### src/rtl/mcu_el2_dec_trigger_seq_if.sv
// ---------------------------------------------------------------------------
// mcu_el2_dec_trigger_seq_if
// Bundles the decode-side instruction info, the per-trigger configuration
// coming from the TLU trigger CSRs, and the trigger results returned to
// decode/exception logic.
//   master : TLU/decode side. Drives instruction and config signals and
//            receives the results.
//   slave  : trigger unit. Consumes instruction and config signals and
//            drives dec_i0_trigger_match_r and trig_hit.
// Packed per-trigger fields are laid out with trigger i in slice i.
// ---------------------------------------------------------------------------
interface mcu_el2_dec_trigger_seq_if #(
  parameter int NUM_TRIG = 4,
  parameter int CNT_W    = 8
);
  logic                      dec_i0_valid_d;
  logic [31:1]               dec_i0_pc_d;
  logic                      dec_i0_priv_m;
  logic                      dec_flush;
  logic [NUM_TRIG-1:0]       trig_execute;
  logic [NUM_TRIG-1:0]       trig_m;
  logic [2*NUM_TRIG-1:0]     trig_mode;
  logic [NUM_TRIG-1:0]       trig_chain;
  logic [32*NUM_TRIG-1:0]    trig_tdata2;
  logic [NUM_TRIG-1:0]       trig_cnt_ld;
  logic [CNT_W*NUM_TRIG-1:0] trig_thresh;
  logic [NUM_TRIG-1:0]       trig_hit_clr;
  logic [NUM_TRIG-1:0]       dec_i0_trigger_match_r;
  logic [NUM_TRIG-1:0]       trig_hit;

  modport master (
    output dec_i0_valid_d, dec_i0_pc_d, dec_i0_priv_m, dec_flush,
           trig_execute, trig_m, trig_mode, trig_chain, trig_tdata2,
           trig_cnt_ld, trig_thresh, trig_hit_clr,
    input  dec_i0_trigger_match_r, trig_hit
  );

  modport slave (
    input  dec_i0_valid_d, dec_i0_pc_d, dec_i0_priv_m, dec_flush,
           trig_execute, trig_m, trig_mode, trig_chain, trig_tdata2,
           trig_cnt_ld, trig_thresh, trig_hit_clr,
    output dec_i0_trigger_match_r, trig_hit
  );
endinterface

### src/rtl/mcu_el2_dec_trigger_seq.sv
// ---------------------------------------------------------------------------
// mcu_el2_dec_trigger_seq
// Decode-stage PC trigger unit. Each trigger compares the decode PC against
// its tdata2 in one of four modes (exact, NAPOT masked, >=, <). Triggers may
// be chained in even/odd pairs. A per-trigger hit counter swallows a
// programmable number of qualified matches before the trigger starts firing.
// Fires are registered (1-cycle latency) and also set sticky hit status.
//
// Ports:
//   clk    : core clock
//   rst_l  : asynchronous active-low reset
//   bus    : slave modport of mcu_el2_dec_trigger_seq_if (decode info,
//            trigger config, match/hit outputs)
//
// NUM_TRIG must be even (2..8): triggers are processed as chainable pairs.
// ---------------------------------------------------------------------------
module mcu_el2_dec_trigger_seq #(
  parameter int NUM_TRIG = 4,
  parameter int CNT_W    = 8
) (
  input  logic                         clk,
  input  logic                         rst_l,
  mcu_el2_dec_trigger_seq_if.slave     bus
);

  logic [31:0]         w_cmp;
  logic                w_inst_ok;
  logic [NUM_TRIG-1:0] w_raw;
  logic [NUM_TRIG-1:0] w_qual;
  logic [NUM_TRIG-1:0] w_pq;
  logic [NUM_TRIG-1:0] w_fire_raw;
  logic [NUM_TRIG-1:0] w_fire;
  logic [NUM_TRIG-1:0] r_match;
  logic [NUM_TRIG-1:0] r_hit;

  assign w_cmp     = {bus.dec_i0_pc_d, 1'b0};
  // Instruction-level qualifiers common to every trigger; a flush kills the
  // match so nothing downstream (counters, status) sees it.
  assign w_inst_ok = bus.dec_i0_valid_d & bus.dec_i0_priv_m & ~bus.dec_flush;

  // ---------------------------------------------------------------------
  // Per-trigger compare, qualification and hit counter
  // ---------------------------------------------------------------------
  for (genvar gi = 0; gi < NUM_TRIG; gi++) begin : g_trig
    logic [31:0]      w_td;
    logic [1:0]       w_mode;
    logic [31:0]      w_ones;
    logic [31:0]      w_care;
    logic [31:0]      w_td_align;
    logic             w_ld;
    logic [CNT_W-1:0] r_cnt;

    assign w_td       = bus.trig_tdata2[gi*32 +: 32];
    assign w_mode     = bus.trig_mode[gi*2 +: 2];
    assign w_td_align = {w_td[31:1], 1'b0};
    assign w_ld       = bus.trig_cnt_ld[gi];

    // w_ones[j] is set while bits j..0 of tdata2 are all ones. A bit is
    // don't-care when every lower bit is one: that covers the trailing ones
    // plus the first zero above them. Bit 0 is never compared.
    assign w_ones[0] = w_td[0];
    for (genvar gj = 1; gj < 32; gj++) begin : g_ones
      assign w_ones[gj] = w_ones[gj-1] & w_td[gj];
    end
    assign w_care = {~w_ones[30:0], 1'b0};

    always_comb begin
      w_raw[gi] = 1'b0;
      case (w_mode)
        2'd0:    w_raw[gi] = (w_cmp[31:1] == w_td[31:1]);
        2'd1:    w_raw[gi] = (((w_cmp ^ w_td) & w_care) == 32'd0);
        2'd2:    w_raw[gi] = (w_cmp >= w_td_align);
        default: w_raw[gi] = (w_cmp <  w_td_align);
      endcase
    end

    assign w_qual[gi] = w_raw[gi] & bus.trig_execute[gi] & bus.trig_m[gi] & w_inst_ok;

    // Fire only once the skip count is exhausted; a load in the same cycle
    // restarts the count and therefore suppresses the fire.
    assign w_fire_raw[gi] = w_pq[gi] & ~w_ld & (r_cnt == '0);

    always_ff @(posedge clk or negedge rst_l) begin
      if (!rst_l) begin
        r_cnt <= '0;
      end else if (w_ld) begin
        r_cnt <= bus.trig_thresh[gi*CNT_W +: CNT_W];
      end else if (w_pq[gi] && (r_cnt != '0)) begin
        r_cnt <= r_cnt - CNT_W'(1);
      end
    end
  end

  // ---------------------------------------------------------------------
  // Pairwise chaining: the even trigger's chain bit binds it to the next
  // odd trigger. Both members must qualify to count, and both must have
  // exhausted their own counters to fire.
  // ---------------------------------------------------------------------
  logic [NUM_TRIG/2-1:0] w_unused_chain_odd;

  for (genvar gi = 0; gi < NUM_TRIG; gi += 2) begin : g_pair
    logic w_chain;
    assign w_chain                  = bus.trig_chain[gi];
    assign w_unused_chain_odd[gi/2] = bus.trig_chain[gi+1];

    assign w_pq[gi]     = w_chain ? (w_qual[gi] & w_qual[gi+1]) : w_qual[gi];
    assign w_pq[gi+1]   = w_chain ? (w_qual[gi] & w_qual[gi+1]) : w_qual[gi+1];
    assign w_fire[gi]   = w_chain ? (w_fire_raw[gi] & w_fire_raw[gi+1]) : w_fire_raw[gi];
    assign w_fire[gi+1] = w_chain ? (w_fire_raw[gi] & w_fire_raw[gi+1]) : w_fire_raw[gi+1];
  end

  // ---------------------------------------------------------------------
  // Registered fire and sticky status (a new fire beats a clear)
  // ---------------------------------------------------------------------
  always_ff @(posedge clk or negedge rst_l) begin
    if (!rst_l) begin
      r_match <= '0;
      r_hit   <= '0;
    end else begin
      r_match <= w_fire;
      r_hit   <= (r_hit & ~bus.trig_hit_clr) | w_fire;
    end
  end

  assign bus.dec_i0_trigger_match_r = r_match;
  assign bus.trig_hit               = r_hit;

endmodule

### src/flat_wrapper.sv
// flat-port wrapper written by rule: the top's interface ports become plain ports
module mcu_el2_dec_trigger_seq_flat 
#(
  parameter int NUM_TRIG = 4,
  parameter int CNT_W    = 8
)
  (clk, rst_l, bus_dec_i0_valid_d, bus_dec_i0_pc_d, bus_dec_i0_priv_m, bus_dec_flush, bus_trig_execute, bus_trig_m, bus_trig_mode, bus_trig_chain, bus_trig_tdata2, bus_trig_cnt_ld, bus_trig_thresh, bus_trig_hit_clr, bus_dec_i0_trigger_match_r, bus_trig_hit);
  mcu_el2_dec_trigger_seq_if #(.NUM_TRIG(NUM_TRIG), .CNT_W(CNT_W)) bus_i ();
  input  logic clk;
  input  logic rst_l;
  input wire logic [$bits(bus_i.dec_i0_valid_d)-1:0] bus_dec_i0_valid_d;
  input wire logic [$bits(bus_i.dec_i0_pc_d)-1:0] bus_dec_i0_pc_d;
  input wire logic [$bits(bus_i.dec_i0_priv_m)-1:0] bus_dec_i0_priv_m;
  input wire logic [$bits(bus_i.dec_flush)-1:0] bus_dec_flush;
  input wire logic [$bits(bus_i.trig_execute)-1:0] bus_trig_execute;
  input wire logic [$bits(bus_i.trig_m)-1:0] bus_trig_m;
  input wire logic [$bits(bus_i.trig_mode)-1:0] bus_trig_mode;
  input wire logic [$bits(bus_i.trig_chain)-1:0] bus_trig_chain;
  input wire logic [$bits(bus_i.trig_tdata2)-1:0] bus_trig_tdata2;
  input wire logic [$bits(bus_i.trig_cnt_ld)-1:0] bus_trig_cnt_ld;
  input wire logic [$bits(bus_i.trig_thresh)-1:0] bus_trig_thresh;
  input wire logic [$bits(bus_i.trig_hit_clr)-1:0] bus_trig_hit_clr;
  output wire logic [$bits(bus_i.dec_i0_trigger_match_r)-1:0] bus_dec_i0_trigger_match_r;
  output wire logic [$bits(bus_i.trig_hit)-1:0] bus_trig_hit;
  assign bus_i.dec_i0_valid_d = bus_dec_i0_valid_d;
  assign bus_i.dec_i0_pc_d = bus_dec_i0_pc_d;
  assign bus_i.dec_i0_priv_m = bus_dec_i0_priv_m;
  assign bus_i.dec_flush = bus_dec_flush;
  assign bus_i.trig_execute = bus_trig_execute;
  assign bus_i.trig_m = bus_trig_m;
  assign bus_i.trig_mode = bus_trig_mode;
  assign bus_i.trig_chain = bus_trig_chain;
  assign bus_i.trig_tdata2 = bus_trig_tdata2;
  assign bus_i.trig_cnt_ld = bus_trig_cnt_ld;
  assign bus_i.trig_thresh = bus_trig_thresh;
  assign bus_i.trig_hit_clr = bus_trig_hit_clr;
  assign bus_dec_i0_trigger_match_r = bus_i.dec_i0_trigger_match_r;
  assign bus_trig_hit = bus_i.trig_hit;
  mcu_el2_dec_trigger_seq #(.NUM_TRIG(NUM_TRIG), .CNT_W(CNT_W)) u_core (.clk(clk), .rst_l(rst_l), .bus(bus_i));
endmodule
### config.mk
export PLATFORM = sky130hd
export DESIGN_NAME = mcu_el2_dec_trigger_seq_flat
export DESIGN_NICKNAME = d
export VERILOG_FILES = /design/src/rtl/mcu_el2_dec_trigger_seq_if.sv /design/src/rtl/mcu_el2_dec_trigger_seq.sv /design/src/flat_wrapper.sv
export SDC_FILE = /design/constraint.sdc
export NUM_CORES = 1
export LEC_CHECK = 0
export BUFFER_PORTS_ARGS = -buffer_cell sky130_fd_sc_hd__buf_2
export CAP_MARGIN = 25
export CORE_MARGIN = 2
export CORE_UTILIZATION = 48
export DETAILED_ROUTE_END_ITERATION = 12
export PLACE_DENSITY = 0.79
export SKIP_LAST_GASP = 1
export SLEW_MARGIN = 15
export SYNTH_ARGS = -nofsm -noshare
export SYNTH_HDL_FRONTEND = slang
export SYNTH_SLANG_ARGS = --single-unit
### constraint.sdc
create_clock -name clk -period 2.01 [get_ports clk]
set_input_delay 0.402 -clock clk [delete_from_list [all_inputs] [get_ports clk]]
set_output_delay 0.402 -clock clk [all_outputs]
set_load 0.005 [all_outputs]
# == Word-level counts from Yosys, hierarchy flattened ==
# Index checks and enable logic that the tools add are counted.
# word_totals
reg_bits,40
in_bits,224
out_inout_bits,8
# op_classes
add_sub_neg,4
n_lt_le_gt_ge,8
n_eq_ne,12
n_mux,20
bitwise,166
reduce_logical,24
# op_table
operator,n
1-bit bitwise AND,146
32-bit bitwise AND,4
32-bit >= comparator,4
32-bit zero test,4
32-bit less-than comparator,4
32-bit XOR,4
31-bit equality test,4
31-bit inverter,4
8-bit two-way mux,8
8-bit zero test,4
8-bit nonzero test,4
"8-bit by 1-bit subtractor with 8-bit output, second input constant",4
1-bit one-hot mux with 3 select lines,4
"2-bit by 1-bit equality test with 1-bit output, second input constant",4
"2-bit equality test, second input constant",4
2-bit zero test,4
1-bit two-way mux,8
2-bit nonzero test,4
1-bit inverter,5
4-bit bitwise AND,1
1-bit logical AND,4
4-bit inverter,1
4-bit bitwise OR,1

# == Depth between registers and ports, before layout ==
# depth
ltp_word,44
mapped_depth,14
mapped_depth_nobuf,12

# == Least setup slack after synthesis ==
# Ideal clock, no wire load.
# synth_path
kind,in2reg
from,input bus_trig_tdata2[31]
to,register u_core.g_trig[0].r_cnt[6]
setup_time_ns,0.120
arrival_time_ns,3.213
t_required_ns,1.890
setup_slack_ns,-1.323
cell_stages,13
path_buffers,1
path_cell_list,inv_1 > ha_1 > a22oi_1 > or4_1 > a221o_1 > nor4_2 > nand3_1 > nor4_4 > nor3_2 > a21o_1 > buf_6 > or4_1 > a31o_1
# synth_via
elab_chain_cells,11
word_cells_on_any_way,14
cone_classes,order compare: 2; eq/ne: 1; mux: 2; bitwise: 6; reduce/logical: 3
# synth_lines
element,line,rtl
from (decl),flat_wrapper.sv:19,input wire logic [$bits(bus_i.trig_tdata2)-1:0] bus_trig_tdata2;
"parallel branches: the longest is 3 deep, another holds 32-bit less-than comparator",-,
1-bit one-hot mux with 3 select lines *,mcu_el2_dec_trigger_seq.sv:69,case (w_mode)
1-bit bitwise AND * (3 in a row),mcu_el2_dec_trigger_seq.sv:77,assign w_qual[gi] = w_raw[gi] & bus.trig_execute[gi] & bus.trig_m[gi] & w_inst_ok;
1-bit bitwise AND,mcu_el2_dec_trigger_seq.sv:106,assign w_pq[gi] = w_chain ? (w_qual[gi] & w_qual[gi+1]) : w_qual[gi];
1-bit two-way mux *,mcu_el2_dec_trigger_seq.sv:106,
1-bit logical AND *,mcu_el2_dec_trigger_seq.sv:88,end else if (w_pq[gi] && (r_cnt != '0)) begin
2-bit nonzero test (no line) *,-,
to (signal assigned),mcu_el2_dec_trigger_seq.sv:87,r_cnt <= bus.trig_thresh[gi*CNT_W +: CNT_W];
to (signal assigned),mcu_el2_dec_trigger_seq.sv:89,r_cnt <= r_cnt - CNT_W'(1);
to (decl),mcu_el2_dec_trigger_seq.sv:51,logic [CNT_W-1:0] r_cnt;
# Mark *: on every way between the ends.
# A chain may end at the register's enable or synchronous reset.

# == Final worst setup path ==
# layout_path
from,input bus_dec_i0_pc_d[7]
to,register u_core.g_trig[3].r_cnt[3]
# layout_via
elab_chain_cells,11
word_cells_on_any_way,24
cone_classes,order compare: 4; eq/ne: 2; mux: 3; bitwise: 11; reduce/logical: 4
# layout_lines
element,line,rtl
from (decl),flat_wrapper.sv:12,input wire logic [$bits(bus_i.dec_i0_pc_d)-1:0] bus_dec_i0_pc_d;
"parallel branches: the longest is 8 deep, another holds 32-bit less-than comparator",-,
1-bit two-way mux *,mcu_el2_dec_trigger_seq.sv:107,assign w_pq[gi+1] = w_chain ? (w_qual[gi] & w_qual[gi+1]) : w_qual[gi+1];
1-bit logical AND *,mcu_el2_dec_trigger_seq.sv:88,
2-bit nonzero test (no line) *,-,
to (signal assigned),mcu_el2_dec_trigger_seq.sv:87,
to (signal assigned),mcu_el2_dec_trigger_seq.sv:89,
to (decl),mcu_el2_dec_trigger_seq.sv:51,
# Marked as above.

==> results.ini <==
[logic_synthesis]
post-synth-top-area-fraction_pct = 22.8
syn-instance-count = 964
synth_area_leaders = ha_1, dfrtp_1, inv_1
synth_warnings = 0
synth-edff-count = 0
synth_top_area_cell = ha_1
yosysSeqAreaShare_pct = 14.1
yosysUniqueCellTypes = 86
ys_ff_latch = 40
avgSynthCellArea_um2 = 7.34
synthTopCellsByCount = inv_1, ha_1, a21oi_1
async_flop_share_pct = 100
synthesis.nets = 1317
synthFlopType = dfrtp_1
syn_area_um2 = 7080
synthMostInstantiatedCell = inv_1

[cts]
cts_tree = done
ctsHoldBuffers = 0
clk_latency_ns = 0.29
clockRootBuffer = clkbuf_16
path_clk_slew_ns = 0.06
clock_sinks = 40
cts_buffers = 5
htreeDepth = 2
clockBufferDepth = 2

[timing]
max_slew_margin_pct = 67.3
fmax_mhz = 319
tightest_slew_ns = 0.488
finalClockSkew_ns = 0.00701
tns_ns = -38.92
setup_slack_ns = -1.12
hold_viol = 0
min_period_over_period_pct = 156
setup_viol = 40
fin_crit_ns = 3.13
rsz0062_at_grt = yes
report.final.slew_viol_count = 0

[drt]
met2RoutedLength_mm = 16.6
via_per_inst = 6.33
post_drt_wl_per_cell_um = 21.3
wl_met3_mm = 3.52
drt_iter0_markers = 1081
num_vias = 10800
routed.top_layer = met4
finalWirelength_mm = 36.2
wl_met1_mm = 13.0
drc = 0
ant_nets = 0
dr.pass1.iters = 8

[power]
peakVddDrop_uv = 374
power_density_nw_per_um2 = 341
total_power_uw = 4330
p_leak_uw = 0.00638

[worst_setup_path]
cp_common_cell = buf_4
path_cells = buf_6 -> buf_4 -> ha_1 -> nand3_1 -> a2111oi_2 -> o2111a_1 -> nand4_1 -> o41ai_4 -> buf_4 -> a211oi_4 -> o41a_1 -> o31a_1
critPathRequiredTime_ns = 2.18
cp_slowest_stage_delay_ns = 0.50
setup.worst_path.end_class = flop
critical_path.max_fanout = 5
cp_data_arrival_time_ns = 3.30
crit_slowest_cell = a2111oi_2
critPathKind = primary input to flop
start_kind = primary input

[job]
maxCapViolations = 0

[floorplanning]
die_h_um = 125
rows = 44
die_area_um2 = 15700
start_util_pct = 48.9
die_x_um = 125
core_um2 = 14500
pin_count = 232

[run_status]
status = finished, violations left
violations = setup timing

[global_routing]
antenna_found_initial = 0
grt_first_pass_wirelength_mm = 53.7
grt_overflow = 0
grt_max_degree = 24
track_usage_pct = 42.3
grt_pass1_vias = 10700

[final_layout]
fin_nets = 1868
area_growth_pct = 79.4
num_antenna_cells = 0
drive_above_1_share_pct = 50.2

[place]
gp_congestion = 1.01
portBuffers = 229
dp_hpwl_mm = 26.0
place_ws_ns = -1.43

[hold_path]
hold_class = primary input to async pin

cells by family (layout without fill, tap and decap cells):
family	after synthesis	after routing	synth area share, %
multiplexers	5	5	0.725
adder cells (fa/ha/maj)	129	129	22.8
AND/OR/NAND/NOR	349	349	27.2
AO/OA/AOI/OAI	264	264	24.9
buffers and inverters	168	719	9.09
XOR/XNOR	9	9	1.11
flip-flops	40	40	14.1
per-layer routing:
layer	up-vias	global-route usage, %
met4	0	22.5
met2	839	71.8
met3	302	8.56
met1	4924	50.2
li1	4696	-
met5	-	0
final timing paths:
kind / start / end / slack (ns) / depth (start not counted)
max: bus_dec_i0_pc_d[7] / u_core.g_trig[3].r_cnt[3] / -1.12 / 12
min: rst_l / u_core.g_trig[0].r_cnt[2] / 0.07 / 1
max reg2reg: u_core.g_trig[3].r_cnt[5] / u_core.bus.trig_hit[2] / -0.21 / 6
min reg2reg: u_core.bus.trig_hit[0] / u_core.bus.trig_hit[0] / 0.48 / 1
max in group asynchronous: rst_l / u_core.g_trig[3].r_cnt[7] / 1.45 / 2
min in group clk: bus_trig_thresh[31] / u_core.g_trig[3].r_cnt[7] / 0.33 / 3
power breakdown:
| part | internal (uW) | total, uW | switching, uW | leakage, uW |
|---|---|---|---|---|
| registers | 866 | 929 | 63.1 | 0.000483 |
| logic | 1320 | 2640 | 1310 | 0.00583 |
| clock network | 451 | 764 | 313 | 0.0000667 |
| total | 2640 | 4330 | 1690 | 0.00638 |
per-stage QoR:
step           util [%]  instance area, um2  hold WS, ns  cells
3_5_place_dp       76.8               11100        0.374   1672
6_report           87.7               12700       0.0686   1699
3_3_place_gp       76.8               11100        0.373   1672
4_1_cts            84.4               12200       0.0714   1692
5_1_grt            87.7               12700        0.101   1699
2_1_floorplan         -                7450        0.106    964
critical path, delay by kind of cell:
family,cells,cell delay [ns]
compound gates,6,1.81
buf+inv,3,0.45
fa+ha+maj,1,0.34
simple gates,2,0.30
placed cells by master (no fill, tap or decap), drive strengths merged, types with 4 or more instances in the layout:
cell type  instances
buf              554
inv              155
ha               129
a21oi             76
nand2             70
nor2              61
nand3             47
o21ai             42
dfrtp             40
nand4             35
nor3              30
nor4              24
a31oi             23
a21o              21
and3              21
o22ai             14
or4               12
or3               10
nand2b             9
xnor2              9
a211oi             9
o31ai              8
o211ai             6
a22oi              6
clkbuf             6
and4               5
a221o              5
o41ai              5
a2111oi            5
o311ai             5
a41oi              4
and2               4
or2                4
mux2i              4
layout make-up:
type | count | area [um2]
Timing Repair Buffer | 554 | 3970
Sequential cell | 40 | 1000
Multi-Input combinational cell | 756 | 6740
Fill cell | 771 | 1780
Tap cell | 184 | 230
Clock buffer | 6 | 129
Clock inverter | 1 | 5.00
Inverter | 158 | 622
flip-flops by register name (all words and copies together), names as in the netlist:
name                               cells
u_core.bus.dec_i0_trigger_match_r      4
u_core.bus.trig_hit                    4
u_core.g_trig.r_cnt                   32
what timing repair did:
item,in CTS,in global routing
hold endpoints to repair,0,0
pin swaps,72,53
endpoints found under the setup margin,40,40
gates resized for setup,189,77
setup buffers,13,9
cloned,2,0
Power figures use the tool's default switching activity.
